==> src/rtl/encoder_pkg.sv <==
// Shared types and quadrature code helpers for the encoder emulator and monitor.
package encoder_pkg;

  typedef enum logic [1:0] {
    s_idle,
    s_run,
    s_report
  } emu_state_t;

  // Next {B,A} code one step up: 00 -> 01 -> 11 -> 10 -> 00.
  function automatic logic [1:0] f_inc_val(input logic [1:0] ba);
    logic [1:0] nxt;
    unique case (ba)
      2'b00:   nxt = 2'b01;
      2'b01:   nxt = 2'b11;
      2'b11:   nxt = 2'b10;
      default: nxt = 2'b00;
    endcase
    return nxt;
  endfunction

  // Next {B,A} code one step down: 00 -> 10 -> 11 -> 01 -> 00.
  function automatic logic [1:0] f_dec_val(input logic [1:0] ba);
    logic [1:0] nxt;
    unique case (ba)
      2'b00:   nxt = 2'b10;
      2'b10:   nxt = 2'b11;
      2'b11:   nxt = 2'b01;
      default: nxt = 2'b00;
    endcase
    return nxt;
  endfunction

endpackage

==> src/rtl/encoder_step_timer.sv <==
// Step-period down-counter: loaded with P-1, emits a one-cycle tick at zero and reloads.
module encoder_step_timer #(
  parameter int DIV_W = 16
) (
  input  logic             clk,
  input  logic             reset_n,
  input  logic             load_i,
  input  logic [DIV_W-1:0] period_m1_i,
  input  logic             en_i,
  output logic             tick_o
);

  logic [DIV_W-1:0] reload_q;
  logic [DIV_W-1:0] count_q;

  assign tick_o = en_i && !load_i && (count_q == '0);

  // Count down while enabled; a load restarts the period and captures the reload value.
  always_ff @(posedge clk or negedge reset_n) begin
    if (!reset_n) begin
      reload_q <= '0;
      count_q  <= '0;
    end else if (load_i) begin
      // NOTE: state registers use non-blocking assignments so every register samples pre-edge values.
      reload_q <= period_m1_i;
      count_q  <= period_m1_i;
    end else if (en_i) begin
      count_q <= (count_q == '0) ? reload_q : count_q - 1'b1;
    end
  end

endmodule

==> src/rtl/quadrature_encoder_emulator.sv <==
// Quadrature encoder emulator: walks A/B one count per step period toward a commanded
// target and reports the final position on a done stream.
module quadrature_encoder_emulator
  import encoder_pkg::*;
#(
  parameter int POS_W = 64,
  parameter int DIV_W = 16
) (
  input  logic                    clk,
  input  logic                    reset_n,
  input  logic                    cmd_tvalid,
  output logic                    cmd_tready,
  input  logic signed [POS_W-1:0] cmd_tdata,
  input  logic        [DIV_W-1:0] step_period,
  input  logic                    abort,
  input  logic                    pos_load,
  input  logic signed [POS_W-1:0] pos_load_value,
  output logic                    encoder_a,
  output logic                    encoder_b,
  output logic signed [POS_W-1:0] position,
  output logic                    busy,
  output logic                    done_tvalid,
  input  logic                    done_tready,
  output logic signed [POS_W-1:0] done_tdata
);

  emu_state_t              state_q, state_d;
  logic signed [POS_W-1:0] pos_q, pos_d;
  logic signed [POS_W-1:0] target_q, target_d;
  logic signed [POS_W-1:0] done_q, done_d;
  logic signed [POS_W-1:0] pos_base, pos_step;
  logic [1:0]              ab_q, ab_d;
  logic                    dir_up_q, dir_up_d;
  logic                    cmd_tready_q;
  logic                    cmd_accept;
  logic                    timer_load, timer_en, timer_tick;
  logic [DIV_W-1:0]        period_m1;

  // A period of 0 behaves as 1, so the reload value saturates at 0.
  assign period_m1  = (step_period == '0) ? '0 : step_period - 1'b1;
  assign cmd_accept = cmd_tvalid && cmd_tready_q;
  // A preset in IDLE takes effect before the target comparison of a same-cycle command.
  assign pos_base   = pos_load ? pos_load_value : pos_q;
  assign pos_step   = dir_up_q ? pos_q + POS_W'(1) : pos_q - POS_W'(1);

  encoder_step_timer #(
    .DIV_W(DIV_W)
  ) u_step_timer (
    .clk        (clk),
    .reset_n    (reset_n),
    .load_i     (timer_load),
    .period_m1_i(period_m1),
    .en_i       (timer_en),
    .tick_o     (timer_tick)
  );

  // Next-state logic: command accept, stepping, abort and done handshake.
  always_comb begin
    // NOTE: every combinational output gets a default first so no path infers a latch.
    state_d    = state_q;
    pos_d      = pos_q;
    target_d   = target_q;
    done_d     = done_q;
    ab_d       = ab_q;
    dir_up_d   = dir_up_q;
    timer_load = 1'b0;
    timer_en   = 1'b0;
    unique case (state_q)
      s_idle: begin
        pos_d = pos_base;
        if (cmd_accept) begin
          target_d   = cmd_tdata;
          timer_load = 1'b1;
          if (cmd_tdata == pos_base) begin
            state_d = s_report;
            done_d  = pos_base;
          end else begin
            state_d  = s_run;
            dir_up_d = (cmd_tdata > pos_base);
          end
        end
      end
      s_run: begin
        timer_en = 1'b1;
        if (abort) begin
          // Abort wins over a due edge: no further count is emitted.
          state_d = s_report;
          done_d  = pos_q;
        end else if (timer_tick) begin
          pos_d = pos_step;
          ab_d  = dir_up_q ? f_inc_val(ab_q) : f_dec_val(ab_q);
          if (pos_step == target_q) begin
            state_d = s_report;
            done_d  = pos_step;
          end
        end
      end
      s_report: begin
        if (done_tready) state_d = s_idle;
      end
      default: state_d = s_idle;
    endcase
  end

  // State and datapath registers; reset forces A/B straight to 00.
  always_ff @(posedge clk or negedge reset_n) begin
    if (!reset_n) begin
      state_q      <= s_idle;
      pos_q        <= '0;
      target_q     <= '0;
      done_q       <= '0;
      ab_q         <= 2'b00;
      dir_up_q     <= 1'b0;
      cmd_tready_q <= 1'b0;
    end else begin
      state_q      <= state_d;
      pos_q        <= pos_d;
      target_q     <= target_d;
      done_q       <= done_d;
      ab_q         <= ab_d;
      dir_up_q     <= dir_up_d;
      cmd_tready_q <= (state_d == s_idle);
    end
  end

  assign cmd_tready  = cmd_tready_q;
  assign encoder_a   = ab_q[0];
  assign encoder_b   = ab_q[1];
  assign position    = pos_q;
  assign busy        = (state_q != s_idle);
  assign done_tvalid = (state_q == s_report);
  assign done_tdata  = done_q;

endmodule

==> config.mk <==
export PLATFORM = sky130hd
export DESIGN_NAME = quadrature_encoder_emulator
export DESIGN_NICKNAME = d
export VERILOG_FILES = /design/src/rtl/encoder_pkg.sv /design/src/rtl/encoder_step_timer.sv /design/src/rtl/quadrature_encoder_emulator.sv
export SDC_FILE = /design/constraint.sdc
export NUM_CORES = 1
export LEC_CHECK = 0
export BUFFER_PORTS_ARGS = -buffer_cell sky130_fd_sc_hd__buf_2
export CAP_MARGIN = 20
export CORE_ASPECT_RATIO = 1.2
export CORE_MARGIN = 4
export CORE_UTILIZATION = 55
export DETAILED_ROUTE_END_ITERATION = 8
export PLACE_DENSITY = 0.87
export SLEW_MARGIN = 30
export SYNTH_ARGS = -nofsm -noshare
export SYNTH_HDL_FRONTEND = slang
export SYNTH_HIERARCHICAL = 1
export SYNTH_SLANG_ARGS = --single-unit
==> constraint.sdc <==
create_clock -name clk -period 11.8 [get_ports clk]
set_clock_uncertainty 0.2 [all_clocks]
set_input_delay 2.36 -clock clk [delete_from_list [all_inputs] [get_ports clk]]
set_output_delay 2.36 -clock clk [all_outputs]
set_load 0.01 [all_outputs]
==> out/results.ini <==
[critical_path]
critPathArrivalTime_ns=7.83
critPathTopFamily=compound AO/OA/AOI/OAI gates
path_cells=inv_2 -> buf_4 -> ha_1 -> a21oi_1 -> o21ai_0 -> a21oi_1 -> a31oi_2 -> a21boi_1 -> xnor2_1 -> o2111ai_1 -> nor4_1 -> nand4_1 -> or4b_4 -> a211o_2 -> a221o_1
critical_path_buf_inv_count=2
crit_required_ns=12.07
worstSetupPathType=register to register
crit_path_max_fanout=63
cp_common_cell=a21oi_1
r2r-start=dir_up_q$_DFFE_PN0P_
cpMaxStageDelayCell=xnor2_1
regToRegEndpoint=done_tdata[57]$_DFFE_PN0P_
cpPeakStageDelay_ns=0.75
reg2regPathDepth=15
critPathLaunchType=register
cp-end-kind=register
r2r_slack_ns=4.24

[final_layout]
drive_gt1_share_pct=19.01
fin_area_um2=23710
seq_area_um2=5758
area_growth_pct=12.63
nets=2993
fillerInstances=3124
final_util_pct=62.77
multi_input_comb_area_um2=14410

[global_routing]
grt.total_usage_pct=44.62
antenna_found_initial=2
grt_max_degree=109
grt_first_pass_wirelength_um=142700
overflow=0
grt_pass1_vias=22220

[yosys]
synth_top_family_by_area=compound AO/OA/AOI/OAI gates
synth-simple-area-share_pct=19.41
synthMuxAreaShare_pct=10.46
synthAdderAreaFrac_pct=7.763
syn_area_um2=21050
synth_cells=2522
syn_nets=2802
post_synth_num_cell_types=93
synth_warnings=6
synth_top_cells_by_count=nand2_1 (236), a21oi_1 (233), dfrtp_1 (230)
synth_top_area_share_pct=27.34
ys_seq_elements=230
synthArstFlopShare_pct=100.0
synth-compound-area-share_pct=24.02
synthXorXnorAreaFrac_pct=6.580
synthTopCellsByArea=dfrtp_1 (27%), ha_1 (7.7%), a21oi_1 (5.5%), mux2_2 (5.5%), mux2i_1 (4.9%)
yosysSeqAreaShare_pct=27.34
syn_avg_cell_area_um2=8.346
yosysMostFrequentCell=nand2_1
yosysTopAreaCell=dfrtp_1
synth-edff-count=0
synthFlopType=dfrtp_1

[floorplan]
die-area_um2=41480
floorplan.initialDensity_pct=55.73
core_um2=37770
die_width_um=186.6
io_pins=283
rows=78
chipHeight_um=222.3

[sta]
max_freq_mhz=132.2
slew_violations=0
final.setup.tns_ns=0
rsz0062_at_grt=no
fin_crit_ns=7.562
slew_headroom_pct=29.77
worst_pin_slew_ns=1.053
finalCritPeriodShare_pct=64.08
finalSetupViolCount=0
layout_setup_ws_ns=4.238
finalHoldViolations=0

[clock_network]
cts_hold_buf=0
post_cts.resized_instances=0
cts_setup_buffers=0
cts.sinks=230
htreeDepth=1
cts_tree=built
cts_buffers=28
cts_buffer_depth=3
clock-root-buffer=clkbuf_16
clkTransAtPathRegs_ns=0.06
clock_latency_ns=0.62

[run]
max_cap_viol_count=0

[placement]
io_buffers=282
hpwlAfterDp_um=75710
place.gp.congestion=1.087
place_area_um2=22670
pre_cts_slack_ns=3.893

[routing]
first_iter_violations=3363
wl_per_cell_um=30.39
via_per_inst=7.281
postRouteAntennaNets=0
drc=0
via_count=23420
drt_wl_total_um=97780
firstDrtPassIters=6

[hold_path]
holdPathStages=1
hold_path_startpoint=u_step_timer/reload_q[2]$_DFFE_PN0P_
whs_endpoint=u_step_timer/reload_q[2]$_DFFE_PN0P_
hold_class=register to register

[status]
outcome=completed

[flip-flops by register name, summed over array words and instances (netlist names)]
register               flops
target_q                  64
ab_q                       2
u_step_timer/count_q      16
u_step_timer/reload_q     16
position                  64
state_q                    2
dir_up_q                   1
cmd_tready                 1
done_tdata                64
[cell usage in the layout (no fill, tap or decap), types with 20 or more instances in the layout]
| master | n |
|---|---|
| a21o_1 | 53 |
| a21oi_1 | 232 |
| a221o_1 | 35 |
| and3_1 | 27 |
| buf_2 | 280 |
| buf_4 | 24 |
| clkbuf_16 | 28 |
| dfrtp_1 | 228 |
| ha_1 | 129 |
| inv_1 | 79 |
| mux2_2 | 103 |
| mux2i_1 | 104 |
| nand2_1 | 234 |
| nand2b_1 | 29 |
| nand3_1 | 47 |
| nand4_1 | 75 |
| nor2_1 | 218 |
| nor2b_1 | 21 |
| nor3_1 | 43 |
| nor4_1 | 25 |
| o211ai_1 | 28 |
| o21ai_0 | 150 |
| o221ai_1 | 40 |
| o22a_1 | 20 |
| xnor2_1 | 75 |
| xor2_1 | 51 |
[kinds of logic (layout without fill, tap and decap cells)]
logic type,count (synthesis),in the layout
simple gates,830,830
compound gates,760,760
flops,230,230
buf+inv,227,440
mux,207,207
xor+xnor,138,138
fa+ha+maj,130,130
other cells,0,2
[area by class of cell]
class / instances / area share, %
Tap cell: 480 / 2.533
Clock buffer: 35 / 3.235
Inverter: 81 / 1.288
Antenna cell: 2 / 0.02111
Timing Repair Buffer: 307 / 6.898
Sequential cell: 230 / 24.29
Multi-Input combinational cell: 2065 / 60.80
Clock inverter: 17 / 0.9342
[per-layer routing]
metal	global-route usage [%]	part of all wire [%]	wire length, µm	vias to the layer above
met2	68.09	43	41730	1868
met3	12.29	13	12260	457
met4	24.19	7.2	7002	2
met1	57.75	38	36770	11260
met5	0	0.012	12	-
li1	-	-	-	9841
[through the flow]
| step | instances | hold slack [ns] |
|---|---|---|
| after floorplan | 2522 | 0.2734 |
| after global placement | 3162 | 0.2847 |
| after detailed placement | 3162 | 0.2905 |
| after CTS | 3214 | 0.3043 |
| after global routing | 3216 | 0.3223 |
| final | 3217 | 0.3045 |
[how the worst max path moves through the flow]
stage,end,cells past startpoint,start
after floorplan,done_tdata[1]$_DFFE_PN0P_,16,pos_load
after global placement,done_tdata[53]$_DFFE_PN0P_,12,pos_load
after detailed placement,done_tdata[1]$_DFFE_PN0P_,14,pos_load
after CTS,done_tdata[45]$_DFFE_PN0P_,12,pos_load
after global routing,done_tdata[0]$_DFFE_PN0P_,14,pos_load
final,done_tdata[57]$_DFFE_PN0P_,15,dir_up_q$_DFFE_PN0P_
Power is not shown: default switching activity piles up to over one toggle a cycle in this logic, so the estimate is an artifact.
